**config.mk**
```make
export PLATFORM = sky130hd
export DESIGN_NAME = mpadd_seq
export DESIGN_NICKNAME = d
export VERILOG_FILES = /design/src/rtl/mpadd_pkg.sv /design/src/rtl/mpadd_seq_add_slice.sv /design/src/rtl/mpadd_seq.sv
export SDC_FILE = /design/constraint.sdc
export NUM_CORES = 1
export LEC_CHECK = 0
export ABC_AREA = 1
export BUFFER_PORTS_ARGS = -buffer_cell sky130_fd_sc_hd__buf_2
export CAP_MARGIN = 10
export CORE_MARGIN = 4
export CORE_UTILIZATION = 35
export DETAILED_ROUTE_END_ITERATION = 16
export PLACE_DENSITY = 0.53
export SYNTH_ARGS = -nofsm -noshare
export SYNTH_HDL_FRONTEND = slang
export SYNTH_SLANG_ARGS = --single-unit
```
**constraint.sdc**
```tcl
create_clock -name clk -period 3.9 [get_ports clk]
set_clock_uncertainty 0.1 [all_clocks]
set_input_delay 0.975 -clock clk [delete_from_list [all_inputs] [get_ports clk]]
set_output_delay 0.975 -clock clk [all_outputs]
set_load 0.03 [all_outputs]
```
**src/rtl/mpadd_pkg.sv**
```systemverilog
// Shared definitions for the multi-precision add/subtract sequencer.
// Holds the FSM state encoding and the operation select constants.
package mpadd_pkg;

  typedef enum logic [1:0] {
    ST_IDLE = 2'd0,
    ST_RUN  = 2'd1,
    ST_DONE = 2'd2
  } state_t;

  localparam logic OP_ADD = 1'b0;
  localparam logic OP_SUB = 1'b1;

endpackage

```
**src/rtl/mpadd_seq_add_slice.sv**
```systemverilog
// Combinational W-bit ripple-carry adder built from full-adder cells.
// Also exposes the carry into the MSB so the caller can derive signed overflow.
module add_slice #(
  parameter int W = 4
) (
  input  logic [W-1:0] x,
  input  logic [W-1:0] y,
  input  logic         cin,
  output logic [W-1:0] s,
  output logic         cout,
  output logic         c_msb
);

  logic [W:0] carryChain;

  assign carryChain[0] = cin;

  for (genvar i = 0; i < W; i++) begin : gen_fa
    assign s[i]              = x[i] ^ y[i] ^ carryChain[i];
    assign carryChain[i + 1] = (x[i] & y[i]) | (carryChain[i] & (x[i] ^ y[i]));
  end

  assign cout  = carryChain[W];
  assign c_msb = carryChain[W-1];

endmodule

```
**src/rtl/mpadd_seq.sv**
```systemverilog
// Multi-precision add/subtract sequencer: streams K words through one W-bit
// adder slice, least-significant word first, chaining the carry in a register.
module mpadd_seq
  import mpadd_pkg::*;
#(
  parameter int W  = 4,
  parameter int K  = 4,
  parameter int IW = (K > 1) ? $clog2(K) : 1
) (
  input  logic           clk,
  input  logic           rst_n,
  input  logic           start,
  input  logic           op_sub,
  input  logic           abort,
  input  logic [W*K-1:0] a_in,
  input  logic [W*K-1:0] b_in,
  output logic           busy,
  output logic           done,
  output logic [W*K-1:0] result,
  output logic           carry_out,
  output logic           overflow
);

  state_t         state, stateNext;
  logic [W*K-1:0] opA, opB;
  logic           carryReg;
  logic [IW-1:0]  idx;
  logic           lastWord;
  logic [W-1:0]   sliceX, sliceY, sliceSum;
  logic           sliceCout, sliceCmsb;

  assign lastWord = (idx == IW'(K - 1));
  assign sliceX   = opA[int'(idx)*W +: W];
  assign sliceY   = opB[int'(idx)*W +: W];

  add_slice #(.W(W)) uSlice (
    .x    (sliceX),
    .y    (sliceY),
    .cin  (carryReg),
    .s    (sliceSum),
    .cout (sliceCout),
    .c_msb(sliceCmsb)
  );

  always_ff @(posedge clk or negedge rst_n) begin
    if (!rst_n) state <= ST_IDLE;
    else        state <= stateNext;
  end

  // Abort takes priority over finishing the last word in RUN.
  always_comb begin
    stateNext = state;
    case (state)
      ST_IDLE: if (start) stateNext = ST_RUN;
      ST_RUN: begin
        if (abort)         stateNext = ST_IDLE;
        else if (lastWord) stateNext = ST_DONE;
      end
      ST_DONE: stateNext = start ? ST_RUN : ST_IDLE;
      default: stateNext = ST_IDLE;
    endcase
  end

  assign busy = (state == ST_RUN);
  assign done = (state == ST_DONE);

  // Subtraction is A + ~B + 1, so the inverted operand and carry-in are set at capture.
  always_ff @(posedge clk or negedge rst_n) begin
    if (!rst_n) begin
      opA       <= '0;
      opB       <= '0;
      carryReg  <= 1'b0;
      idx       <= '0;
      result    <= '0;
      carry_out <= 1'b0;
      overflow  <= 1'b0;
    end else if (state != ST_RUN) begin
      if (start) begin
        opA      <= a_in;
        opB      <= (op_sub == OP_SUB) ? ~b_in : b_in;
        carryReg <= op_sub;
        idx      <= '0;
        result   <= '0;
      end
    end else if (!abort) begin
      result[int'(idx)*W +: W] <= sliceSum;
      carryReg                 <= sliceCout;
      if (lastWord) begin
        carry_out <= sliceCout;
        overflow  <= sliceCmsb ^ sliceCout;
      end else begin
        idx <= idx + 1'b1;
      end
    end
  end

endmodule

```
==> flow_summary.json <==
{
  "area_delta_synth_final_pct": 15.2,
  "cts.path.max_buffers": 2,
  "die_h_um": 99.5,
  "power_frac_clock_pct": 16.2,
  "yosys.area.top_type": "dfrtp_1",
  "power.leakage_nw": 1.75,
  "drc": 0,
  "grt_max_degree": 50,
  "viasPerCell": 4.63,
  "nFillCells": 901,
  "gp_congestion": 0.855,
  "tightest_slew_ps": 602,
  "num_antenna_cells": 0,
  "avgSynthCellArea_um2": 8.33,
  "yosysWarnings": 0,
  "cts_tree": "done",
  "slew_viol_final": 0,
  "pwr-share-comb_pct": 48.3,
  "grt_setup_unrepaired": "false",
  "slowest_stage": "dfrtp_1",
  "cts.htree.levels": 2,
  "yosysMostFrequentCell": "nand2_1",
  "arrival_ps": 3180,
  "hp-class": "reg2reg",
  "synth_cells": 352,
  "final_area_um2": 3380,
  "end_kind": "flip-flop",
  "postLayoutCoreUtil_pct": 41.3,
  "dp_cells": 502,
  "nets": 449,
  "p_sw_share_pct": 44.4,
  "max-slew-margin-rel_pct": 59.9,
  "post_cts_buffers": 0,
  "die_w_um": 99.5,
  "synth_area_um2": 2930,
  "numPortBuffers": 56,
  "hold_buffers": 0,
  "status": "finished clean",
  "start_util_pct": 35.9,
  "syn_nets": 397,
  "ys_ff_latch": 55,
  "synth_top_area_share_pct": 46.9,
  "drv_cap": 0,
  "clk_latency_ps": 310,
  "synthArstFlopShare_pct": 100,
  "dr.pass1.iters": 4,
  "grt-ovfl-total": 0,
  "grt_first_pass_wirelength_mm": 11.3,
  "placed_area_um2": 3260,
  "synth_ff_type": "dfrtp_1",
  "worstSetupPathType": "reg2reg",
  "antenna_found_initial": 0,
  "critPathLaunchType": "flip-flop",
  "crit_top_cell": "fa_1",
  "cellPowerDensity_nw_per_um2": 703,
  "critical_path.cell_chain": "inv_1 > buf_4 > nand2_1 > nand3_1 > nand2_1 > fa_1 > fa_1 > inv_1 > fa_1 > fa_1 > nand3_1 > nor2_1 > nand3_1 > nand2_1",
  "pwr-share-seq_pct": 35.4,
  "ios": 57,
  "fmax_ghz": 0.325,
  "power.switching_mw": 1.05,
  "routed_wl_mm": 6.47,
  "core_area_um2": 8180,
  "cts_made_buffers": 5,
  "setup_viol": 0,
  "synth.distinct_cells": 25,
  "min_to": "result[4]",
  "dieArea_um2": 9900,
  "yosysSeqAreaShare_pct": 46.9,
  "min_from": "result[4]",
  "period_needed_ps": 3070,
  "p_int_mw": 1.32,
  "irDropWorstVdd_mv": 0.277,
  "reg2regPathDepth": 14,
  "cpPeakStageDelay_ps": 510,
  "wire_per_inst_um": 12.7,
  "cts_resized": 0,
  "vias": 2359,
  "synth_edf_count": 0,
  "ant_nets": 0,
  "hold_violations": 0,
  "post_layout_nonfiller_instances": 510,
  "r2r-end": "result[7]",
  "clock_sinks": 55,
  "crit_path_max_fanout": 15,
  "cp_data_required_time_ps": 4000,
  "reg2reg_from": "idx[0]",
  "clk_pin_slew_ps": 100,
  "hpwl_mm": 4.93,
  "rrSetupSlack_ps": 830,
  "yosys-top-cells-count": "124 x nand2_1, 55 x dfrtp_1, 28 x nand3_1",
  "period_share_pct": 78.8,
  "cts-root-buf": "clkbuf_8",
  "fin_tns_setup_ps": 0,
  "drt-initial-drc-count": 106,
  "synth.area.top_cells": "dfrtp_1 47%, nand2_1 16%, xnor2_1 5.1%, nand3_1 4.8%, o21ai_0 3.9%",
  "drive_above_1_share_pct": 21.2,
  "holdPathStages": 2,
  "grt_pass1_vias": 2380,
  "num_rows": 33,
  "grtUsageTotal_pct": 13.8
}
layout by cell type, fill, tap and decap left out, types with 5 or more instances in the layout:
cell,count
buf_2,56
clkbuf_8,5
dfrtp_1,55
inv_1,18
nand2_1,124
nand3_1,28
nor2_1,26
o21ai_0,23
o21ai_1,7
o21ai_2,7
xnor2_1,17
how the worst max path moves through the flow:
stage / cells after the start / startpoint / endpoint / slack [ps]
5_1_grt: 14 / idx[0] / result[7] / 610
3_5_place_dp: 14 / idx[0] / result[7] / 860
2_1_floorplan: 15 / idx[0] / result[7] / 960
3_3_place_gp: 14 / idx[0] / result[7] / 910
4_1_cts: 14 / idx[0] / result[7] / 830
6_report: 14 / idx[0] / result[7] / 830
worst max-delay path: cells and delay by family, from the launching register on:
family	cells	cell delay, ps
simple gates	7	520
flops	1	510
fa+ha+maj	4	1450
buf+inv	3	400
cell families after synthesis:
family,share of synthesized area [%]
and+or+nand+nor,28.3
xor gates and xnor gates,5.08
adders and majority gates,4.44
buffers and inverters,6.44
AOI/OAI and AO/OA,8.75
DFF,46.9
power groups by stage:
stage	combinational, mW	clock, mW	sequential [mW]
6_report	1.15	0.385	0.841
5_1_grt	1.34	0.424	0.864
4_1_cts	1.16	0.400	0.843
3_5_place_dp	1.16	0	0.853
3_3_place_gp	1.15	0	0.853
2_1_floorplan	0.877	0	0.843
routing by layer:
metal / GRT usage (%) / vias to the layer above / share of wire, %
met3: 2.52 / 2 / 3.9
met5: 0 / - / 0
met4: 2.52 / 0 / 0.12
met1: 19.8 / 1089 / 50
met2: 22.1 / 49 / 46
li1: - / 1219 / -
cell type report:
class,count,area [µm²],area share (%)
clock buffers,5,68.8,2.04
clock inverters,3,43.8,1.30
inverters,21,78.8,2.34
multi-input cells,261,1370,40.5
flip-flops and latches,55,1380,40.8
well taps,105,131,3.89
repair buffers,60,310,9.19
metrics by stage:
step                power, mW  hold WS [ps]  worst slack, ps
detailed placement       2.01           364              857
global route             2.62           413              612
CTS                      2.41           390              832
finish                   2.37           382              827
floorplan                1.72           344              959
global placement         2.00           363              910
flip-flops by register name, summed over array words and instances (netlist names):
name and flops:
opA 16, opB 16, result 16, idx 2, state 2, carryReg 1
carry_out 1, overflow 1
No activity file was read; power rests on OpenSTA's default activity.
